$ cat config.mk
export PLATFORM = sky130hd
export DESIGN_NAME = sat_counter
export DESIGN_NICKNAME = d
export VERILOG_FILES = /design/src/rtl/test_run_controller_sat_counter.sv
export SDC_FILE = /design/constraint.sdc
export NUM_CORES = 1
export LEC_CHECK = 0
export ABC_AREA = 1
export BUFFER_PORTS_ARGS = -buffer_cell sky130_fd_sc_hd__buf_2
export CORE_AREA = 2 2 41 43
export CTS_CLUSTER_DIAMETER = 200
export DETAILED_ROUTE_END_ITERATION = 8
export DIE_AREA = 0 0 43 45
export PLACE_DENSITY_LB_ADDON = 0.1
export SLEW_MARGIN = 20
export SYNTH_ARGS = -nofsm -noshare
export SYNTH_HDL_FRONTEND = slang
export SYNTH_SLANG_ARGS = --single-unit
$ cat constraint.sdc
create_clock -name clock -period 2.75 [get_ports clock]
set_input_delay 0 -clock clock [delete_from_list [all_inputs] [get_ports clock]]
set_output_delay 0 -clock clock [all_outputs]
set_load 0.03 [all_outputs]
$ cat src/rtl/test_run_controller_sat_counter.sv
// Saturating up-counter with synchronous clear.
//   clock, reset_n : clock and synchronous active-low reset
//   clear          : load zero (wins over en)
//   en             : advance by one, holding at all-ones
//   q              : registered count
//   nxt            : value q takes on the next edge
module sat_counter #(
    parameter int W = 8
) (
    input  logic         clock,
    input  logic         reset_n,
    input  logic         clear,
    input  logic         en,
    output logic [W-1:0] q,
    output logic [W-1:0] nxt
);

    always_comb begin
        nxt = q;
        if (clear)
            nxt = '0;
        else if (en && (q != {W{1'b1}}))
            nxt = q + 1'b1;
    end

    always_ff @(posedge clock) begin
        if (!reset_n)
            q <= '0;
        else
            q <= nxt;
    end

endmodule

==> run metrics <==
RR Startpoint=q[1]; CTS Sinks=8; Post-CTS Setup Inserts=0; die area=between 0.0015 and 0.002 mm^2; Synth Area per Inst=6.55 um^2; Synth Net Count=93; synth unique cells=19; reg2reg path depth=8; worst-path maximum fanout=10; initial antenna violation count=0; num ports=20; Max-Cap Viols=0; Max Buffers Root-to-Sink=2; first-pass detailed-route iteration total=4; final wirelength=1260 um; worst-skew pair later-pin latency=260 ps; Crit Path Class=register to output pin; IR drop worst, VDD=around 0.00017 V; TritonCTS clock tree=built; core box area=0.00147 mm^2; Slew @ Worst Pin=291 ps; max FFs per register=8; number of synthesized register bits=8; final setup vio count=0; YS warnings=0; Util after Layout=47.8%; post-synthesis cell area=577 um^2; Worst setup SP type=register; CTS resizes=0; placed insts=around 120; Root Driver=clkbuf_4; fmax=600 MHz; 1st-iter DRT viols=16; CP Data Arrival Time=1670 ps; cts bufs inserted=3; Final nets=116; Hold/Removal Path Class=primary input to register; Die X=43 um; ys async rst share=0%; Tmin final=1670 ps; DR DRC count=0; Worst-path clk slew=approximately 60 ps; Finished Layout Cells=between 100 and 150; Area Overhead vs Synth=21.9%; Reg area=approximately 160 um^2; top cells by area, synth=dfxtp_1 (28%), inv_1 (13%), nand2_1 (11%); Yosys top cell area share=27.8%; DP Wirelength=984 um; number of fill cells in the layout=roughly 170; Final ANT Viol Nets=0; # hold bufs at CTS=0; footprint of the multi-input gates=323 um^2; GRT overflow=0; Hold EP=q[5]; H-tree depth=1; flop-to-flop setup slack=approximately 1400 ps; RR Endpoint=q[0]; most common library cells after synthesis=inv_1 (20), nand2_1 (17), nand3_1 (11); Slew Viols, Final=0; Die Y-Extent=45 um; hold depth=4; Post-synth EDFFs=0; final setup TNS=0 ps; number of global-route vias before repair=493; post-synth top area cell=dfxtp_1; Primary FF master, synth=dfxtp_1; via count=581; Final Hold Vio Count=0; largest net degree at the start of global routing=11; Seq/Total Area, Yosys=27.8%; RD Place Congestion=0.805; first-pass GRT wire length=2150 um; P_leak=0.452 nW; Tcrit/Tclk final=60.6%; Initial Util=between 30 and 40%; Via density=between 4 and 5; All-Layer GR Usage=15.2%; Port-buffer cells=19; Avg WL per Cell=roughly 10 um; dominant cell by count in the synthesized netlist=inv_1; most flop-heavy register=q; crit end category=output pin; RSZ-0062 raised after global routing=no; final setup skew=4.92 ps; required time of the critical path=2750 ps; Post-Syn Instances=88; Hold Crit Start=clear; Max-Slew Margin vs Limit=80.6%; status=finished clean; ANT cells=0; # rows=14; power per cell area=around 340 mW/mm^2; Regs by FF count=q x8; Pwr Total=0.240 mW; share of cells above drive strength 1=34.9%
how the worst max path moves through the flow:
stage / from / to / slack, ps / cells past startpoint
4_1_cts: q[1] / nxt[5] / 1070 / 8
5_1_grt: q[1] / nxt[5] / 950 / 8
6_report: q[1] / nxt[5] / 1080 / 8
3_3_place_gp: q[1] / nxt[5] / 1390 / 8
2_1_floorplan: q[1] / nxt[2] / 1100 / 7
3_5_place_dp: q[1] / nxt[5] / 1360 / 8
per-stage QoR:
step | hold slack [ps] | worst slack, ps | instance area (um^2)
6_report | 27.7 | 1080 | 703
5_1_grt | 52.1 | 947 | 703
4_1_cts | 26.6 | 1070 | 703
3_5_place_dp | 300 | 1360 | 681
3_3_place_gp | 292 | 1390 | 681
2_1_floorplan | 166 | 1100 | 577
final cells by class:
class,count,share of cell area (%)
inverters,22,11.7
repair buffers,19,13.5
flip-flops and latches,8,22.8
well taps,16,2.85
clock buffers,3,3.20
multi-input cells,57,45.9
critical path, stage by stage, from the launching register on:
cell and delay (ps):
dfxtp_1 410, ha_1 220, nand2_2 100, nor2_4 110
nand2_4 100, a21oi_2 140, nand2_1 80, inv_1 50
buf_2 180
kinds of logic (layout without fill, tap and decap cells):
family / after synthesis / count (layout) / share of synthesized area, %
compound gates: 2 / 2 / 2.39
fa+ha+maj: 1 / 1 / 2.17
buf+inv: 23 / 44 / 16.3
flops: 8 / 8 / 27.8
simple gates: 54 / 54 / 51.4
power breakdown:
part           switching [mW]  total [mW]  internal [mW]
registers             0.00180       0.119          0.117
clock network          0.0425      0.0926         0.0501
logic                  0.0193      0.0278        0.00853
total                  0.0636       0.240          0.176
layout by cell type (no fill, tap or decap), types with 2 or more instances in the layout:
cell and n:
inv_1 20, nand3_2 2, nand2_4 2, nand2_1 17, buf_2 19, nor2_2 2
inv_2 2, clkbuf_4 3, nand4_1 2, nor2_1 10, nand3_1 11, dfxtp_1 8
nand2_2 2, nor2_4 3
per-layer routing:
layer / vias up / GRT usage, % / share of wire (%)
met5: - / 0 / 0
met2: 19 / 20.6 / 42
met1: 249 / 21.3 / 50
met4: 0 / 10.9 / 0.79
li1: 311 / - / -
met3: 2 / 2.80 / 6.5
(Power assumes the default switching activity.)
